## src/rtl/alu_multicycle.sv

```systemverilog
// Multi-cycle ALU: single-cycle arithmetic/logic/shift ops, plus N-cycle
// shift-add multiply and restoring divide sharing one accumulator pair.
module alu_multicycle #(
    parameter int N = 8
) (
    input  logic         iClk,
    input  logic         iRst,
    input  logic         iStart,
    input  logic [N-1:0] iX,
    input  logic [N-1:0] iY,
    input  logic [3:0]   iALUop,
    output logic         oBusy,
    output logic         oDone,
    output logic [N-1:0] oF,
    output logic [3:0]   oFlag
);

    localparam int SW = $clog2(N);
    localparam logic [SW-1:0] CNT_LAST = SW'(N - 1);

    localparam logic [3:0] OP_ADD   = 4'd0;
    localparam logic [3:0] OP_SUB   = 4'd1;
    localparam logic [3:0] OP_AND   = 4'd2;
    localparam logic [3:0] OP_OR    = 4'd3;
    localparam logic [3:0] OP_XOR   = 4'd4;
    localparam logic [3:0] OP_NOR   = 4'd5;
    localparam logic [3:0] OP_SLL   = 4'd6;
    localparam logic [3:0] OP_SRL   = 4'd7;
    localparam logic [3:0] OP_SRA   = 4'd8;
    localparam logic [3:0] OP_SLT   = 4'd9;
    localparam logic [3:0] OP_SLTU  = 4'd10;
    localparam logic [3:0] OP_MUL   = 4'd11;
    localparam logic [3:0] OP_MULHU = 4'd12;
    localparam logic [3:0] OP_DIVU  = 4'd13;
    localparam logic [3:0] OP_REMU  = 4'd14;

    typedef enum logic [1:0] {IDLE, ITER, FIN} state_t;

    state_t         state_q, state_d;
    logic [N-1:0]   x_q, x_d;
    logic [N-1:0]   y_q, y_d;
    logic [3:0]     op_q, op_d;
    logic [SW-1:0]  cnt_q, cnt_d;
    logic [N-1:0]   acc_hi_q, acc_hi_d;
    logic [N-1:0]   acc_lo_q, acc_lo_d;
    logic [N-1:0]   f_q, f_d;
    logic [3:0]     flag_q, flag_d;

    logic [N+1:0]   single_res;
    logic [N:0]     mul_sum;
    logic [N-1:0]   mul_hi_nx, mul_lo_nx;
    logic [N:0]     div_sh, div_diff;
    logic           div_ok;
    logic [N-1:0]   div_hi_nx, div_lo_nx;
    logic [N-1:0]   iter_f;
    logic           iter_cout;
    logic           op_is_div;

    // Returns {overflow, carryOut, F} for every op that completes in one cycle.
    function automatic logic [N+1:0] alu_single(input logic [N-1:0] x,
                                                input logic [N-1:0] y,
                                                input logic [3:0]   op);
        logic [N:0]           sum;
        logic [SW-1:0]        sh;
        logic signed [N-1:0]  xs;
        logic signed [N-1:0]  ys;
        logic [N-1:0]         f;
        logic                 ovf;
        logic                 cout;
        sum  = '0;
        sh   = y[SW-1:0];
        xs   = x;
        ys   = y;
        f    = '0;
        ovf  = 1'b0;
        cout = 1'b0;
        case (op)
            OP_ADD: begin
                sum  = {1'b0, x} + {1'b0, y};
                f    = sum[N-1:0];
                cout = sum[N];
                ovf  = (x[N-1] == y[N-1]) && (f[N-1] != x[N-1]);
            end
            OP_SUB: begin
                sum  = {1'b0, x} + {1'b0, ~y} + {{N{1'b0}}, 1'b1};
                f    = sum[N-1:0];
                cout = sum[N];
                ovf  = (x[N-1] != y[N-1]) && (f[N-1] != x[N-1]);
            end
            OP_AND:  f = x & y;
            OP_OR:   f = x | y;
            OP_XOR:  f = x ^ y;
            OP_NOR:  f = ~(x | y);
            OP_SLL:  f = x << sh;
            OP_SRL:  f = x >> sh;
            OP_SRA:  f = xs >>> sh;
            OP_SLT:  f = (xs < ys) ? {{(N-1){1'b0}}, 1'b1} : '0;
            OP_SLTU: f = (x < y)   ? {{(N-1){1'b0}}, 1'b1} : '0;
            default: f = '0;
        endcase
        return {ovf, cout, f};
    endfunction

    function automatic logic [3:0] make_flags(input logic [N-1:0] f,
                                              input logic ovf,
                                              input logic cout);
        return {f[N-1], (f == '0), ovf, cout};
    endfunction

    always_comb begin
        state_d  = state_q;
        x_d      = x_q;
        y_d      = y_q;
        op_d     = op_q;
        cnt_d    = cnt_q;
        acc_hi_d = acc_hi_q;
        acc_lo_d = acc_lo_q;
        f_d      = f_q;
        flag_d   = flag_q;

        single_res = alu_single(iX, iY, iALUop);
        op_is_div  = (op_q == OP_DIVU) || (op_q == OP_REMU);

        // Shift-add multiply step: {hi, lo} holds partial product and multiplier.
        mul_sum   = {1'b0, acc_hi_q} + (acc_lo_q[0] ? {1'b0, x_q} : '0);
        mul_hi_nx = mul_sum[N:1];
        mul_lo_nx = {mul_sum[0], acc_lo_q[N-1:1]};

        // Restoring divide step: hi is the remainder, lo shifts dividend out / quotient in.
        div_sh    = {acc_hi_q, acc_lo_q[N-1]};
        div_diff  = div_sh - {1'b0, y_q};
        div_ok    = ~div_diff[N];
        div_hi_nx = div_ok ? div_diff[N-1:0] : div_sh[N-1:0];
        div_lo_nx = {acc_lo_q[N-2:0], div_ok};

        case (op_q)
            OP_MUL:   iter_f = mul_lo_nx;
            OP_MULHU: iter_f = mul_hi_nx;
            OP_DIVU:  iter_f = div_lo_nx;
            default:  iter_f = div_hi_nx;
        endcase
        iter_cout = op_is_div ? (y_q == '0) : (mul_hi_nx != '0);

        // The accepting IDLE cycle counts as busy: that is where single-cycle ops compute.
        oBusy = ~iRst && ((state_q == ITER) || ((state_q == IDLE) && iStart));
        oDone = (state_q == FIN);

        case (state_q)
            IDLE, FIN: begin
                state_d = IDLE;
                if (iStart) begin
                    x_d   = iX;
                    y_d   = iY;
                    op_d  = iALUop;
                    cnt_d = '0;
                    if (iALUop >= OP_MUL && iALUop <= OP_REMU) begin
                        state_d  = ITER;
                        acc_hi_d = '0;
                        acc_lo_d = (iALUop >= OP_DIVU) ? iX : iY;
                    end else begin
                        state_d = FIN;
                        f_d     = single_res[N-1:0];
                        flag_d  = make_flags(single_res[N-1:0], single_res[N+1], single_res[N]);
                    end
                end
            end
            ITER: begin
                cnt_d    = cnt_q + 1'b1;
                acc_hi_d = op_is_div ? div_hi_nx : mul_hi_nx;
                acc_lo_d = op_is_div ? div_lo_nx : mul_lo_nx;
                if (cnt_q == CNT_LAST) begin
                    state_d = FIN;
                    f_d     = iter_f;
                    flag_d  = make_flags(iter_f, 1'b0, iter_cout);
                end
            end
            default: state_d = IDLE;
        endcase
    end

    always_ff @(posedge iClk) begin
        if (iRst) begin
            state_q  <= IDLE;
            x_q      <= '0;
            y_q      <= '0;
            op_q     <= '0;
            cnt_q    <= '0;
            acc_hi_q <= '0;
            acc_lo_q <= '0;
            f_q      <= '0;
            flag_q   <= '0;
        end else begin
            state_q  <= state_d;
            x_q      <= x_d;
            y_q      <= y_d;
            op_q     <= op_d;
            cnt_q    <= cnt_d;
            acc_hi_q <= acc_hi_d;
            acc_lo_q <= acc_lo_d;
            f_q      <= f_d;
            flag_q   <= flag_d;
        end
    end

    assign oF    = f_q;
    assign oFlag = flag_q;

endmodule

```

## config.mk

```make
export PLATFORM = sky130hd
export DESIGN_NAME = alu_multicycle
export DESIGN_NICKNAME = d
export VERILOG_FILES = /design/src/rtl/alu_multicycle.sv
export SDC_FILE = /design/constraint.sdc
export NUM_CORES = 1
export LEC_CHECK = 0
export ABC_AREA = 1
export CORE_MARGIN = 2
export CORE_UTILIZATION = 60
export CTS_BUF_LIST = sky130_fd_sc_hd__clkbuf_8 sky130_fd_sc_hd__clkbuf_16
export DETAILED_ROUTE_END_ITERATION = 12
export GPL_ROUTABILITY_DRIVEN = 0
export PLACE_DENSITY = 0.86
export SYNTH_ARGS = -nofsm -noshare
export SYNTH_HDL_FRONTEND = slang
export SYNTH_SLANG_ARGS = --single-unit
export TNS_END_PERCENT = 20
```

## constraint.sdc

```tcl
create_clock -name iClk -period 2.76 [get_ports iClk]
set_input_delay 0.414 -clock iClk [delete_from_list [all_inputs] [get_ports iClk]]
set_output_delay 0.414 -clock iClk [all_outputs]
set_load 0.005 [all_outputs]
```

==> results.txt <==
critical path capture point type = register
Total GRT Usage = 35.8%
end of the worst register-to-register path = oFlag[2]
# DRC = 0
FF-to-FF Start = acc_hi_q[0]
Slew Limit Fails = 0
Area growth syn-to-layout = 14.8%
FF-to-FF setup slack = 0.19 ns
diode count = 0
clock buffer depth = 2
initial antenna violation count = 0
clock transition at the registers of the reported paths = 0.10 ns
drt pass-1 iters = 7
Clock Latency Late Sink = 0.32 ns
Layout Utilization = 69.9%
Clock Power Share = 24.3%
Setup Skew = 0.0108 ns
Fmax = 389 MHz
worst IR drop on VDD = 0.340 mV
Post-CTS Resized = 0
status = completed
Ports = 37
TritonCTS sink count = 52
pin count of the biggest net entering global routing = 43
Hold Crit Depth = 1
vias in the first global route = 5815
global route overflow = 0
H-tree levels = 2
root buf cell = clkbuf_8
hold endpoint = cnt_q[0]
worst slew pin tran = 0.822 ns
die area = 0.0100 sq mm
Cells after Synth = 946
share of post-route cells with drive strength above 1 = 9.47%
CORE AREA = 0.00911 sq mm
initial cell density of the core = 60.9%
Min Hold Slack = 0.467 ns
mean area per synthesized cell = 5.86 sq um
Vias/cell = 5.91
FF-to-FF path depth = 17
post-synthesis sequential area ratio = 18.8%
final setup vio count = 0
Max FO, Critical Path = 5
WL/cell = 15.8 microns
Post-synth EDFFs = 0
pwr/cell area = 358 mW/mm^2
combinational share of power = 38.7%
DIE WIDTH = 100 microns
period utilization = 93.1%
internal power = 1410 uW
row count = 35
DRT antenna net count = 0
unrepaired setup endpoints after global routing = false
Final Hold Viols = 0
cts bufs inserted = 5
first-pass GRT wire length = 28.5 mm
CP required = 2.99 ns
Total Wirelength = 17.6 mm
Async S/R FF share, synth = 0%
path category of the worst min-delay check = register to register
Static Leak = 0.00318 uW
vias = 6581
Ys Warns = 0
hold wc startpoint = cnt_q[0]
input/output buffers = 36
setup bufs post-CTS = 0
worst rel slew slack = 45.1%
switching part of the total power = 38.4%
CTS tree = built
DPL Wire Length = 14.0 mm
sequential share of power = 37.0%
final setup TNS = 0 ns
synthesized cell area = 0.00555 sq mm
Sw Pwr = 876 uW
Vert. Die Dim = 100 microns
Net Count, Synth = 1017
post-synth cell types = 43
nets@finish = 1073
Min Clock Period, post-route = 2.57 ns
WP data arrival = 2.80 ns
Yosys reg bits = 52
total of max-cap violations = 0
initial DRC count = 765
ys flop type = dfxtp_1
Setup CP Type = register to register
Critical Path Start Type = register
cts hold-fix bufs = 0
-- placed cells by master (no fill, tap or decap), types with 5 or more instances in the layout --
cell type,netlist,routed
a21oi_1,79,79
nand4_1,12,12
nor2_2,7,8
inv_1,112,112
dfxtp_1,52,52
o211ai_1,10,10
clkdlybuf4s50_1,0,36
a31oi_1,10,10
buf_4,6,43
nand2_2,8,7
o21ai_0,64,63
nand3_1,113,113
inv_2,13,13
clkbuf_8,0,5
nand3b_1,5,5
ha_1,44,44
xor2_1,7,7
nand2_1,255,255
nor2_1,80,79
-- worst max-delay path, cell delays in order, from the launching register on --
cell	delay (ns)
dfxtp_1	0.46
ha_1	0.24
inv_1	0.07
fa_1	0.41
inv_1	0.07
nand3_1	0.08
a21oi_1	0.22
o21ai_0	0.17
nand2_1	0.09
nand2_1	0.05
nand2_1	0.13
nand2_1	0.07
nand2_1	0.08
nand2_1	0.07
nand3_1	0.11
nand3_1	0.08
nand2_1	0.06
inv_1	0.03
-- routing by layer --
layer	GRT usage [%]	wire length, microns	vias up
met3	7.94	2250	58
met1	51.1	7420	2884
met2	54.2	7420	418
met4	10.4	529	0
met5	0	0	-
li1	-	-	3221
-- cell families after synthesis --
family	synth area share, %
adders and majority gates	11.4
DFF	18.8
xor gates and xnor gates	1.58
and+or+nand+nor	38.9
AOI/OAI and AO/OA	18.0
buffers and inverters	11.4
-- registers in the layout, indices dropped and copies added, names as in the netlist --
name	cells
y_q	8
acc_hi_q	8
cnt_q	3
acc_lo_q	8
x_q	8
oFlag	3
oF	8
state_q	2
op_q	4
-- synth_stat cells (4+ instances only) --
cell      count  share of area (%)
a21oi_1      79                7.1
a31oi_1      10                1.1
and2_1        4               0.45
buf_2        11               0.99
buf_4         6               0.81
clkbuf_1     13               0.88
dfxtp_1      52                 19
fa_1          4                1.4
ha_1         44                9.9
inv_1       112                7.6
inv_2        13               0.88
nand2_1     255                 17
nand2_2       8               0.90
nand3_1     113                 10
nand3b_1      5               0.68
nand4_1      12                1.4
nor2_1       80                5.4
nor2_2        7               0.79
o211ai_1     10                1.4
o21ai_0      64                5.8
xor2_1        7                1.1
-- final cells by class --
type	instances	area, sq um
clock inverter	3	46.3
inverter	127	477
clock buffer	5	68.8
fill	854	2740
tap	111	139
timing repair buffer	80	703
sequential	52	1040
multi-input combinational	736	3890
-- worst max path at each step --
stage | endpoint | startpoint | cells past startpoint | slack (ns)
final | oFlag[2] | acc_hi_q[0] | 17 | 0.19
after global routing | oFlag[2] | acc_lo_q[7] | 19 | 0.05
after CTS | oFlag[2] | acc_lo_q[7] | 17 | 0.17
after detailed placement | oFlag[2] | iX[0] | 17 | 0.04
after global placement | oFlag[2] | iX[0] | 17 | 0.08
after floorplan | oFlag[2] | iY[2] | 18 | 0.33
-- metrics by stage --
stage               worst slack (ns)  cell area (sq um)  std cells  power (uW)
finish                         0.190               6360       1114        2280
global route                  0.0511               6360       1114        2400
CTS                            0.168               6360       1114        2240
global placement              0.0783               6240       1106        1700
detailed placement            0.0351               6240       1106        1710
floorplan                      0.334               5550        946        1400
-- power by group through the flow --
stage / clock, uW / combinational [uW] / sequential, uW
2_1_floorplan: 0 / 558 / 847
3_3_place_gp: 0 / 838 / 858
3_5_place_dp: 0 / 850 / 858
4_1_cts: 545 / 856 / 841
5_1_grt: 580 / 973 / 849
6_report: 554 / 884 / 843
Power figures use the tool's default switching activity.
